### config.mk
export PLATFORM = sky130hd
export DESIGN_NAME = add_sub_arbiter_flat
export DESIGN_NICKNAME = d
export VERILOG_FILES = /design/src/rtl/add_sub_arbiter_if.sv /design/src/rtl/add_sub_arbiter.sv /design/src/flat_wrapper.sv
export SDC_FILE = /design/constraint.sdc
export NUM_CORES = 1
export LEC_CHECK = 0
export ABC_AREA = 1
export ABC_CLOCK_PERIOD_IN_PS = 4700
export CORE_MARGIN = 2
export CORE_UTILIZATION = 36
export CTS_CLUSTER_SIZE = 10
export DETAILED_ROUTE_END_ITERATION = 7
export PLACE_DENSITY = 0.69
export SLEW_MARGIN = 10
export SYNTH_ARGS = -nofsm -noshare
export SYNTH_HDL_FRONTEND = slang
export SYNTH_SLANG_ARGS = --single-unit
### constraint.sdc
create_clock -name clk -period 4.7 [get_ports clk]
set_clock_uncertainty 0.15 [all_clocks]
set_input_delay 1.41 -clock clk [delete_from_list [all_inputs] [get_ports clk]]
set_output_delay 1.41 -clock clk [all_outputs]
set_load 0.05 [all_outputs]
### src/rtl/add_sub_arbiter_if.sv
// Request/response bundle between NREQ clients and the shared add_sub arbiter.
// ADD_SUB_ARB_OVF_EN adds the registered signed-overflow flag rsp_ovf.
interface add_sub_arbiter_if #(
    parameter int unsigned N    = 4,
    parameter int unsigned NREQ = 4,
    parameter int unsigned IDW  = 2
);
    logic [NREQ-1:0]   req_valid;
    logic [NREQ-1:0]   req_ready;
    logic [NREQ-1:0]   req_op;
    logic [NREQ*N-1:0] req_a;
    logic [NREQ*N-1:0] req_b;
    logic              rsp_valid;
    logic              rsp_ready;
    logic [IDW-1:0]    rsp_id;
    logic [N-1:0]      rsp_result;
    logic              rsp_cb;
`ifdef ADD_SUB_ARB_OVF_EN
    logic              rsp_ovf;
`endif

    modport slave (
        input  req_valid, req_op, req_a, req_b, rsp_ready,
        output req_ready, rsp_valid, rsp_id, rsp_result, rsp_cb
`ifdef ADD_SUB_ARB_OVF_EN
        , output rsp_ovf
`endif
    );

    modport master (
        output req_valid, req_op, req_a, req_b, rsp_ready,
        input  req_ready, rsp_valid, rsp_id, rsp_result, rsp_cb
`ifdef ADD_SUB_ARB_OVF_EN
        , input rsp_ovf
`endif
    );
endinterface

### src/rtl/add_sub_arbiter.sv
// Round-robin arbiter sharing one ripple-carry add_sub between NREQ requesters,
// with a single registered response slot. ADD_SUB_ARB_OVF_EN enables rsp_ovf.
module add_sub #(
    parameter int unsigned N = 4
) (
    input  logic [N-1:0] a_i,
    input  logic [N-1:0] b_i,
    input  logic         ctrl_i,
    output logic [N-1:0] s_o,
    output logic         cb_o
);
    always_comb begin
        logic c;
        logic bx;
        s_o = '0;
        c   = ctrl_i;
        for (int i = 0; i < int'(N); i++) begin
            bx     = b_i[i] ^ ctrl_i;
            s_o[i] = a_i[i] ^ bx ^ c;
            c      = (a_i[i] & bx) | (c & (a_i[i] ^ bx));
        end
        cb_o = c;
    end
endmodule

module add_sub_arbiter #(
    parameter int unsigned N    = 4,
    parameter int unsigned NREQ = 4,
    parameter int unsigned IDW  = 2
) (
    input  logic                 clk,
    input  logic                 rst_n,
    add_sub_arbiter_if.slave     bus
);
    typedef enum logic [0:0] {StEmpty, StFull} state_e;

    state_e         state_q, state_d;
    logic [IDW-1:0] ptr_q, ptr_d;
    logic [IDW-1:0] id_q, id_d;
    logic [N-1:0]   result_q, result_d;
    logic           cb_q, cb_d;

    logic           can_issue, found, xfer;
    logic [IDW-1:0] gnt_idx;
    logic [NREQ-1:0] gnt;
    logic           op_sel;
    logic [N-1:0]   a_sel, b_sel, sum;
    logic           sum_cb;

    // rst_n gates issue so req_ready reads zero for the whole reset interval.
    assign can_issue = rst_n & ((state_q == StEmpty) | (bus.rsp_ready & (state_q == StFull)));

    // First valid requester at or after the pointer, wrapping modulo NREQ.
    always_comb begin
        found   = 1'b0;
        gnt_idx = '0;
        for (int k = 0; k < int'(NREQ); k++) begin
            if (!found && bus.req_valid[(int'(ptr_q) + k) % int'(NREQ)]) begin
                found   = 1'b1;
                gnt_idx = IDW'((int'(ptr_q) + k) % int'(NREQ));
            end
        end
    end

    assign xfer = can_issue & found;

    always_comb begin
        gnt = '0;
        if (xfer) gnt[gnt_idx] = 1'b1;
    end

    assign bus.req_ready = gnt;

    assign op_sel = bus.req_op[gnt_idx];
    assign a_sel  = bus.req_a[int'(gnt_idx)*int'(N) +: N];
    assign b_sel  = bus.req_b[int'(gnt_idx)*int'(N) +: N];

    add_sub #(.N(N)) u_add_sub (
        .a_i    (a_sel),
        .b_i    (b_sel),
        .ctrl_i (op_sel),
        .s_o    (sum),
        .cb_o   (sum_cb)
    );

`ifdef ADD_SUB_ARB_OVF_EN
    logic ovf_q, ovf_d, ovf_calc;
    // Subtract overflows when signs differ; add when they match. Either way the
    // result sign must disagree with a's.
    assign ovf_calc = ((a_sel[N-1] ^ b_sel[N-1]) == op_sel) & (sum[N-1] != a_sel[N-1]);
    assign bus.rsp_ovf = ovf_q;
`endif

    always_comb begin
        state_d  = state_q;
        ptr_d    = ptr_q;
        id_d     = id_q;
        result_d = result_q;
        cb_d     = cb_q;
`ifdef ADD_SUB_ARB_OVF_EN
        ovf_d    = ovf_q;
`endif
        unique case (state_q)
            StEmpty: if (xfer) state_d = StFull;
            StFull:  if (bus.rsp_ready && !xfer) state_d = StEmpty;
            default: state_d = StEmpty;
        endcase
        if (xfer) begin
            id_d     = gnt_idx;
            result_d = sum;
            cb_d     = sum_cb;
            ptr_d    = (gnt_idx == IDW'(NREQ - 1)) ? '0 : gnt_idx + 1'b1;
`ifdef ADD_SUB_ARB_OVF_EN
            ovf_d    = ovf_calc;
`endif
        end
    end

    always_ff @(posedge clk or negedge rst_n) begin
        if (!rst_n) begin
            state_q  <= StEmpty;
            ptr_q    <= '0;
            id_q     <= '0;
            result_q <= '0;
            cb_q     <= 1'b0;
`ifdef ADD_SUB_ARB_OVF_EN
            ovf_q    <= 1'b0;
`endif
        end else begin
            state_q  <= state_d;
            ptr_q    <= ptr_d;
            id_q     <= id_d;
            result_q <= result_d;
            cb_q     <= cb_d;
`ifdef ADD_SUB_ARB_OVF_EN
            ovf_q    <= ovf_d;
`endif
        end
    end

    assign bus.rsp_valid  = (state_q == StFull);
    assign bus.rsp_id     = id_q;
    assign bus.rsp_result = result_q;
    assign bus.rsp_cb     = cb_q;
endmodule

### src/flat_wrapper.sv
// flat-port wrapper written by rule: the top's interface ports become plain ports
module add_sub_arbiter_flat 
#(
    parameter int unsigned N    = 4,
    parameter int unsigned NREQ = 4,
    parameter int unsigned IDW  = 2
)
  (clk, rst_n, bus_req_valid, bus_req_op, bus_req_a, bus_req_b, bus_rsp_ready, bus_req_ready, bus_rsp_valid, bus_rsp_id, bus_rsp_result, bus_rsp_cb);
  add_sub_arbiter_if #(.N(N), .NREQ(NREQ), .IDW(IDW)) bus_i ();
  input  logic clk;
  input  logic rst_n;
  input wire logic [$bits(bus_i.req_valid)-1:0] bus_req_valid;
  input wire logic [$bits(bus_i.req_op)-1:0] bus_req_op;
  input wire logic [$bits(bus_i.req_a)-1:0] bus_req_a;
  input wire logic [$bits(bus_i.req_b)-1:0] bus_req_b;
  input wire logic [$bits(bus_i.rsp_ready)-1:0] bus_rsp_ready;
  output wire logic [$bits(bus_i.req_ready)-1:0] bus_req_ready;
  output wire logic [$bits(bus_i.rsp_valid)-1:0] bus_rsp_valid;
  output wire logic [$bits(bus_i.rsp_id)-1:0] bus_rsp_id;
  output wire logic [$bits(bus_i.rsp_result)-1:0] bus_rsp_result;
  output wire logic [$bits(bus_i.rsp_cb)-1:0] bus_rsp_cb;
  assign bus_i.req_valid = bus_req_valid;
  assign bus_i.req_op = bus_req_op;
  assign bus_i.req_a = bus_req_a;
  assign bus_i.req_b = bus_req_b;
  assign bus_i.rsp_ready = bus_rsp_ready;
  assign bus_req_ready = bus_i.req_ready;
  assign bus_rsp_valid = bus_i.rsp_valid;
  assign bus_rsp_id = bus_i.rsp_id;
  assign bus_rsp_result = bus_i.rsp_result;
  assign bus_rsp_cb = bus_i.rsp_cb;
  add_sub_arbiter #(.N(N), .NREQ(NREQ), .IDW(IDW)) u_core (.clk(clk), .rst_n(rst_n), .bus(bus_i));
endmodule
Word-level counts from Yosys, hierarchy flattened --
Cells that the tools add are included.
Storage, ports and cells: flip-flop bits (word level) 10, bits of input ports 43, output and inout port bits 12, logic and storage cells 90
Operators by class: add/subtract/negate cells 4, order comparisons 6, equality and inequality tests 1, shift operators 2, muxes and demuxes 28, bitwise gates (word level) 32, reduce and logical (&&, ||, !) cells 12
Operators by type and width (number):
- variable part select 16 x 5 -> 4 bit | 2
- two-way mux 1 bit | 15
- less-than comparator 3 x 4 -> 1 bit, second input constant | 3
- bitwise XOR 1 bit | 12
- bitwise AND 1 bit | 11
- binary-select mux 1 bit (select 2 bit) | 5
- two-way mux 2 bit | 5
- less-than comparator 2 x 3 -> 1 bit, second input constant | 2
- OR reduction 2 bit | 3
- logical AND 1 bit | 5
- bitwise OR 1 bit | 5
- adder 2 x 1 -> 2 bit, second input constant | 2
- adder 2 bit, second input constant | 2
- zero test 1 bit | 4
- two-way mux 4 bit | 1
- bitwise AND 1 bit, first input constant | 3
- demux 1 bit (select 2 bit) | 1
- == test 2 bit, second input constant | 1
- greater-or-equal comparator 2 x 1 -> 1 bit, second input constant | 1
- one-hot mux 1 bit (2 select lines) | 1
- inverter 1 bit | 1

Depth between registers and ports, before layout --
Gate-level depths: netlist (run 1).
depth after elaboration 26, depth in mapped cells 22, depth with buffers taken out 19

By module --
From an unflattened synthesis (run 1), not the netlist that was laid out.
Second synthesis, totals: cell total of the unflattened synthesis 242, area, all modules 1410.1 um2
Modules (own cells, without submodules):
- add_sub_arbiter | times used 1, cells each 214, area an instance 1256.2 um2, seq. area each 250.2 um2
- add_sub | times used 1, cells each 28, area an instance 153.9 um2, seq. area each 0.0 um2

Least setup slack after synthesis (run 1) --
No wires, ideal clock.
kind input to output, from in bus_req_valid[3], to out bus_req_ready[0], arrival time 3.166 ns, data required time 3.140 ns, setup slack -0.026 ns, stages on the path 12, path buffers 2, path through inv_1 > nand2_1 > nand3_1 > nand2_2 > nor2_8 > nand3_4 > nand3_4 > buf_8 > buf_12 > ha_1 > inv_1 > nor2_1
On the way: longest elaborated chain between the ends 17, elaborated cells between the ends (all ways) 32, those cells by class 2 x order compare; 22 x mux; 1 x bitwise; 7 x reduce/logical
RTL lines:
- start, declared | line flat_wrapper.sv:12 | input wire logic [$bits(bus_i.req_valid)-1:0] bus_req_valid;
- binary-select mux 1 bit (select 2 bit) | line add_sub_arbiter.sv:58 | if (!found && bus.req_valid[(int'(ptr_q) + k) % int'(NREQ)]) begin
- two-way mux 1 bit (implied by the code) | line add_sub_arbiter.sv:58
- two-way mux 1 bit | line add_sub_arbiter.sv:58
- zero test 1 bit | line add_sub_arbiter.sv:58
- logical AND 1 bit | line add_sub_arbiter.sv:58
- two-way mux 1 bit | line add_sub_arbiter.sv:58
- zero test 1 bit | line add_sub_arbiter.sv:58
- logical AND 1 bit | line add_sub_arbiter.sv:58
- two-way mux 1 bit | line add_sub_arbiter.sv:58
- zero test 1 bit | line add_sub_arbiter.sv:58
- logical AND 1 bit | line add_sub_arbiter.sv:58
- two-way mux 2 bit | line add_sub_arbiter.sv:58
- less-than comparator 2 x 3 -> 1 bit (implied by the code) or greater-or-equal comparator 2 x 1 -> 1 bit (tied branches) | line add_sub_arbiter.sv:69 | if (xfer) gnt[gnt_idx] = 1'b1;
- logical AND 1 bit (implied by the code) | line add_sub_arbiter.sv:69
- two-way mux 1 bit (implied by the code) | line add_sub_arbiter.sv:69
- demux 1 bit (select 2 bit)
- two-way mux 4 bit (*) | line add_sub_arbiter.sv:69
- end, declared | line flat_wrapper.sv:17 | output wire logic [$bits(bus_i.req_ready)-1:0] bus_req_ready;
Every way passes the cells marked *; elsewhere a longest branch is shown, timed or not. The select of a mux whose other input is x is not followed.

Worst setup path in the final report (run 1) --
from in bus_req_valid[2], to out bus_req_ready[0]
Same word-level chain as after synthesis.

==> impl_metrics.tcl, run 1 <==
set metrics [dict create \
    cp-end-kind "output pin" \
    drtAntennaViolNets 0 \
    path_max_fanout 5 \
    hold_class "reg2reg" \
    worst_path_max_delay_cell "dlygate4sd2_1" \
    gp_congestion 0.882 \
    final_area_um2 2280 \
    die_area_um2 4270 \
    ios 55 \
    fin_tns_setup_ns 0 \
    drtIter0Drc 62 \
    synth-main-ff-cell "dfrtp_1" \
    tightest_slew_ns 0.535 \
    cp.arrival_ns 2.99 \
    crit_buf_inv 5 \
    ys_types 29 \
    final.period_utilization_pct 96.8 \
    synthTopCellsByArea "nand2_1, dfrtp_1, inv_1" \
    maxSlewViolCount 0 \
    cts_tree "done" \
    rows 22 \
    holdBufCountCts 0 \
    place_area_um2 2130 \
    core_um2 3630 \
    synth_common_cells "nand2_1, inv_1, o21ai_0" \
    worstSkewPairLatency_ns 0.24 \
    critPathMaxStageDelay_ns 0.25 \
    use_met2_pct 31.3 \
    slew_headroom_pct 64.3 \
    hold_path_startpoint "u_core.bus.rsp_result[3]" \
    crit_path_start_kind "primary input" \
    grt_usage_pct 19.0 \
    holdWs_ns 0.320 \
    final_util_pct 62.7 \
    rrSetupSlack_ns 0.95 \
    r2r-start "u_core.ptr_q[0]" \
    port_buffers 54 \
    post-route-min-period_ns 4.55 \
    drive_gt1_share_pct 29.7 \
    fill_cells 327 \
    fmax_mhz 220 \
    syn_inst 213 \
    outcome "completed" \
    finalWirelength_mm 3.68 \
    multi_input_area_um2 996 \
    ys_warn_count 0 \
    diodes 0 \
    synth_edf_count 0 \
    clockBufferDepth 2 \
    yosysTopAreaCell "nand2_1" \
    overflow 0 \
    syn-num-nets 263 \
    critPathRequiredTime_ns 3.14 \
    cts_num_sinks 10 \
    postSynthAreaPerCell_um2 6.36 \
    gr-usage-met1_pct 25.2 \
    synth_top_area_share_pct 22.7 \
    crit_path_cell_trace "dlygate4sd2_1 > inv_2 > nand2_2 > nand3_2 > nand2_4 > nor2_8 > nand3_2 > nand3_2 > nand2_2 > buf_4 > ha_1 > inv_2 > nor2_4 > buf_12" \
    critPathMostFrequentCell "nand3_2" \
    hold_viol 0 \
    area.growth.synth_to_final_pct 68.3 \
    drv_cap 0 \
    dr.pass1.iters 4 \
    reg2reg_depth 21 \
    min_path_cells 2 \
    rsz0062_at_grt "false" \
    routed-via-count 1561 \
    die-height_um 65.3 \
    final_nets 345 \
    wl_per_cell_um 10.8 \
    grt_max_degree 11 \
    holdPathEnd "u_core.bus.rsp_result[3]" \
    start_util_pct 37.3 \
    async_reset_ff_share_pct 100 \
    die_x_um 65.3 \
    grt_busiest_layer "met2" \
    met3_usage_pct 2.05 \
    drcViolationCount 0 \
    ff_latch_area_um2 250 \
    reg2reg_to "u_core.bus.rsp_result[3]" \
    yosysMostFrequentCell "nand2_1" \
    crit_family "buffers and inverters" \
    syn-cell-area_um2 1350 \
    clk_pin_slew_ns 0.04 \
    synth_seq_cells 10 \
    grt_pass1_wl_mm 6.39 \
    finalSetupViolCount 0 \
    yosysSeqAreaShare_pct 18.5 \
    crit_type "in2out" \
    vias_per_cell 4.58 \
    antenna_found_initial 0 \
    cts_made_buffers 3 \
    grt_pass1_vias 1448 \
    h-tree-depth 1 \
    cts_root_buf "clkbuf_8" \
    dpl.hpwl_mm 2.89 \
]
tightest hold or removal path, delay by kind of cell (launching register included):
family	cells	cell delay, ns
DFF	1	0.33
and+or+nand+nor	2	0.10
layout by cell type, fill, tap and decap left out, drive strengths merged:
cell,instances
clkdlybuf4s50,46
dlygate4sd2,4
clkbuf,3
nand3,20
a32oi,1
nand2,94
clkinv,1
nand4,7
buf,34
o22ai,2
a21oi,1
o21a,2
dfrtp,10
ha,4
nor2,11
xnor2,3
fa,3
o21ai,16
inv,31
kinds of logic after synthesis:
group           count (synthesis)  share of synthesized area (%)
buf+inv                        39                           14.7
xor+xnor                        3                           1.94
fa+ha+maj                       7                           8.13
flops                          10                           18.5
compound gates                 22                           8.96
simple gates                  132                           47.8
layer usage:
layer  vias to the layer above  part of all wire, %
met5                         -                    0
met4                         0                  1.9
met3                         7                  3.7
met2                        42                   49
met1                       681                   45
li1                        831                    -
stage by stage:
step                worst slack, ns  instances
floorplan                    0.0220        213
global placement            -0.0947        334
detailed placement           -0.192        334
CTS                           0.164        341
global route                0.00948        341
finish                        0.150        341
flip-flops by register name (all words and copies together) (netlist names):
name and flops:
u_core.bus.rsp_id 2, u_core.bus.rsp_valid 1, u_core.ptr_q 2, u_core.bus.rsp_cb 1, u_core.bus.rsp_result 4
layout make-up:
class / instances / share of cell area, %
clock buffers: 3 / 1.81
inverters: 32 / 5.71
multi-input cells: 164 / 43.7
flip-flops and latches: 10 / 11.0
well taps: 48 / 2.64
repair buffers: 84 / 35.1
timing repair:
| item | CTS | global route |
|---|---|---|
| endpoints found under the setup margin | 4 | 0 |
| resized for setup | 34 | 0 |
| buffers inserted | 4 | 0 |
worst max-delay path by stage:
stage | slack (ns) | depth (start not counted) | end | from
detailed placement | -0.19 | 19 | u_core.bus.rsp_result[3] | bus_req_valid[3]
global route | 0.009 | 14 | bus_req_ready[3] | bus_req_valid[2]
global placement | -0.09 | 19 | u_core.bus.rsp_result[3] | bus_req_valid[3]
CTS | 0.16 | 14 | bus_req_ready[0] | bus_req_valid[0]
floorplan | 0.02 | 11 | bus_req_ready[1] | bus_req_valid[3]
finish | 0.15 | 14 | bus_req_ready[0] | bus_req_valid[2]
Power of run 1 is left out: the tool's default activity adds up to more than one toggle a clock period on the data nets, which glitch-free logic cannot reach.
==> inputs of run 2 (changes only) <==
--- a/config.mk
+++ b/config.mk
@@ -7,6 +7,7 @@
 export LEC_CHECK = 0
 export ABC_AREA = 1
 export ABC_CLOCK_PERIOD_IN_PS = 4700
+export CAP_MARGIN = 20
 export CORE_MARGIN = 2
 export CORE_UTILIZATION = 36
 export CTS_CLUSTER_SIZE = 10
==> results of run 2 <==
Same layout as run 1: the final DEF is identical, and so are final timing and power.
Power of run 2 is left out for the same reason.
==> inputs of run 3 (changes only) <==
--- a/config.mk
+++ b/config.mk
@@ -17,3 +17,4 @@
 export SYNTH_ARGS = -nofsm -noshare
 export SYNTH_HDL_FRONTEND = slang
 export SYNTH_SLANG_ARGS = --single-unit
+export TNS_END_PERCENT = 10
==> impl_metrics.tcl, run 3 (synthesized netlist as in run 1, its figures left out) <==
set metrics [dict create \
    drcViolationCount 0 \
    final.period_utilization_pct 95.9 \
    cp-end-kind "output pin" \
    r2r-start "u_core.ptr_q[0]" \
    h-tree-depth 1 \
    cts_root_buf "clkbuf_8" \
    antenna_found_initial 0 \
    reg2reg_to "u_core.bus.rsp_result[3]" \
    die_area_um2 4270 \
    gp_congestion 0.836 \
    hold_class "reg2reg" \
    die-height_um 65.3 \
    dr.pass1.iters 4 \
    path_max_fanout 5 \
    core_um2 3630 \
    hold_path_startpoint "u_core.bus.rsp_result[0]" \
    slew_headroom_pct 64.4 \
    drive_gt1_share_pct 29.1 \
    finalWirelength_mm 3.71 \
    worstSkewPairLatency_ns 0.24 \
    maxSlewViolCount 0 \
    die_x_um 65.3 \
    ios 55 \
    crit_type "in2out" \
    holdWs_ns 0.337 \
    final_nets 340 \
    min_path_cells 2 \
    post-route-min-period_ns 4.51 \
    crit_path_start_kind "primary input" \
    routed-via-count 1554 \
    outcome "completed" \
    grt_max_degree 13 \
    cts_num_sinks 10 \
    rrSetupSlack_ns 0.91 \
    drv_cap 0 \
    grt_pass1_vias 1434 \
    crit_path_cell_trace "dlygate4sd2_1 > inv_2 > nand2_2 > nand3_4 > nand2_4 > nor2_8 > nand3_2 > nand3_2 > nand2_4 > buf_12 > ha_1 > inv_2 > nor2_4 > buf_12" \
    dpl.hpwl_mm 2.86 \
    cts_tree "done" \
    fin_tns_setup_ns 0 \
    wl_met2_mm 1.86 \
    grt_pass1_wl_mm 6.36 \
    rows 22 \
    clockBufferDepth 2 \
    final_common_cell "nand2_1" \
    diodes 0 \
    holdPathEnd "u_core.bus.rsp_result[0]" \
    hold_viol 0 \
    route.layer.met1.wl_mm 1.68 \
    fmax_mhz 222 \
    cp.arrival_ns 2.95 \
    tightest_slew_ns 0.534 \
    overflow 0 \
    critPathRequiredTime_ns 3.14 \
    critPathMaxStageDelay_ns 0.25 \
    vias_per_cell 4.61 \
    largest_reg_flops 4 \
    clk_pin_slew_ns 0.05 \
    area.growth.synth_to_final_pct 70.4 \
    grt_usage_pct 19.0 \
    layout_common_cells "nand2_1, clkdlybuf4s50_1, buf_4" \
    finalSetupViolCount 0 \
    reg2reg_depth 21 \
    wl_per_cell_um 11.0 \
    highest_layer "met4" \
    drtAntennaViolNets 0 \
    port_buffers 54 \
    rsz0062_at_grt "false" \
    cts_made_buffers 3 \
    drtIter0Drc 58 \
    worst_path_max_delay_cell "dlygate4sd2_1" \
    route.met3.wl_um 112 \
    start_util_pct 37.3 \
    final_util_pct 63.5 \
]
[run 3: cell types whose count changed in the layout (fill, tap and decap cells not counted), sizes merged]
cell / change
clkbuf: +1
buf: -5
dlygate4sd2: -3
dlymetal6s2s: +3
[run 3: layout make-up]
cell class,count,area [um2]
multi-input combinational,164,1010
inverter,32,130
sequential,10,250
timing repair buffer,79,800
clock buffer,4,55.1
tap,48,60.1
fill,342,1330
[run 3: repair_timing]
action / in CTS / in global routing
cloned: 0 / 0
pin swaps: 7 / 8
buffers inserted: 4 / 0
hold buffers: 0 / 0
resized for setup: 26 / 14
setup endpoints to repair: 4 / 6
[run 3: worst max path at each step]
stage	to	start	slack (ns)
CTS	bus_req_ready[3]	bus_req_valid[1]	0.01
detailed placement	bus_req_ready[1]	bus_req_valid[3]	-0.17
global placement	bus_req_ready[1]	bus_req_valid[1]	-0.13
global route	bus_req_ready[1]	bus_req_valid[0]	0.12
floorplan	bus_req_ready[2]	bus_req_valid[3]	-0.03
finish	bus_req_ready[0]	bus_req_valid[0]	0.19
[run 3: worst max-delay path, delay by kind of cell]
family	cells	cell delay (ns)
buf+inv	5	0.65
simple gates	8	0.68
fa+ha+maj	1	0.19
[run 3: metal layers]
| layer | up-vias | GRT usage [%] |
|---|---|---|
| met4 | 0 | 7.81 |
| met1 | 691 | 25.9 |
| li1 | 821 | - |
| met5 | - | 0 |
| met3 | 5 | 1.20 |
| met2 | 37 | 31.1 |
[run 3: per-stage QoR]
| stage | area (um2) | cells | setup WS [ns] |
|---|---|---|---|
| 2_1_floorplan | 1360 | 213 | -0.0259 |
| 4_1_cts | 2270 | 337 | 0.0116 |
| 5_1_grt | 2310 | 337 | 0.116 |
| 3_5_place_dp | 2110 | 329 | -0.175 |
| 6_report | 2310 | 337 | 0.192 |
| 3_3_place_gp | 2110 | 329 | -0.129 |
Power of run 3 is left out for the same reason.
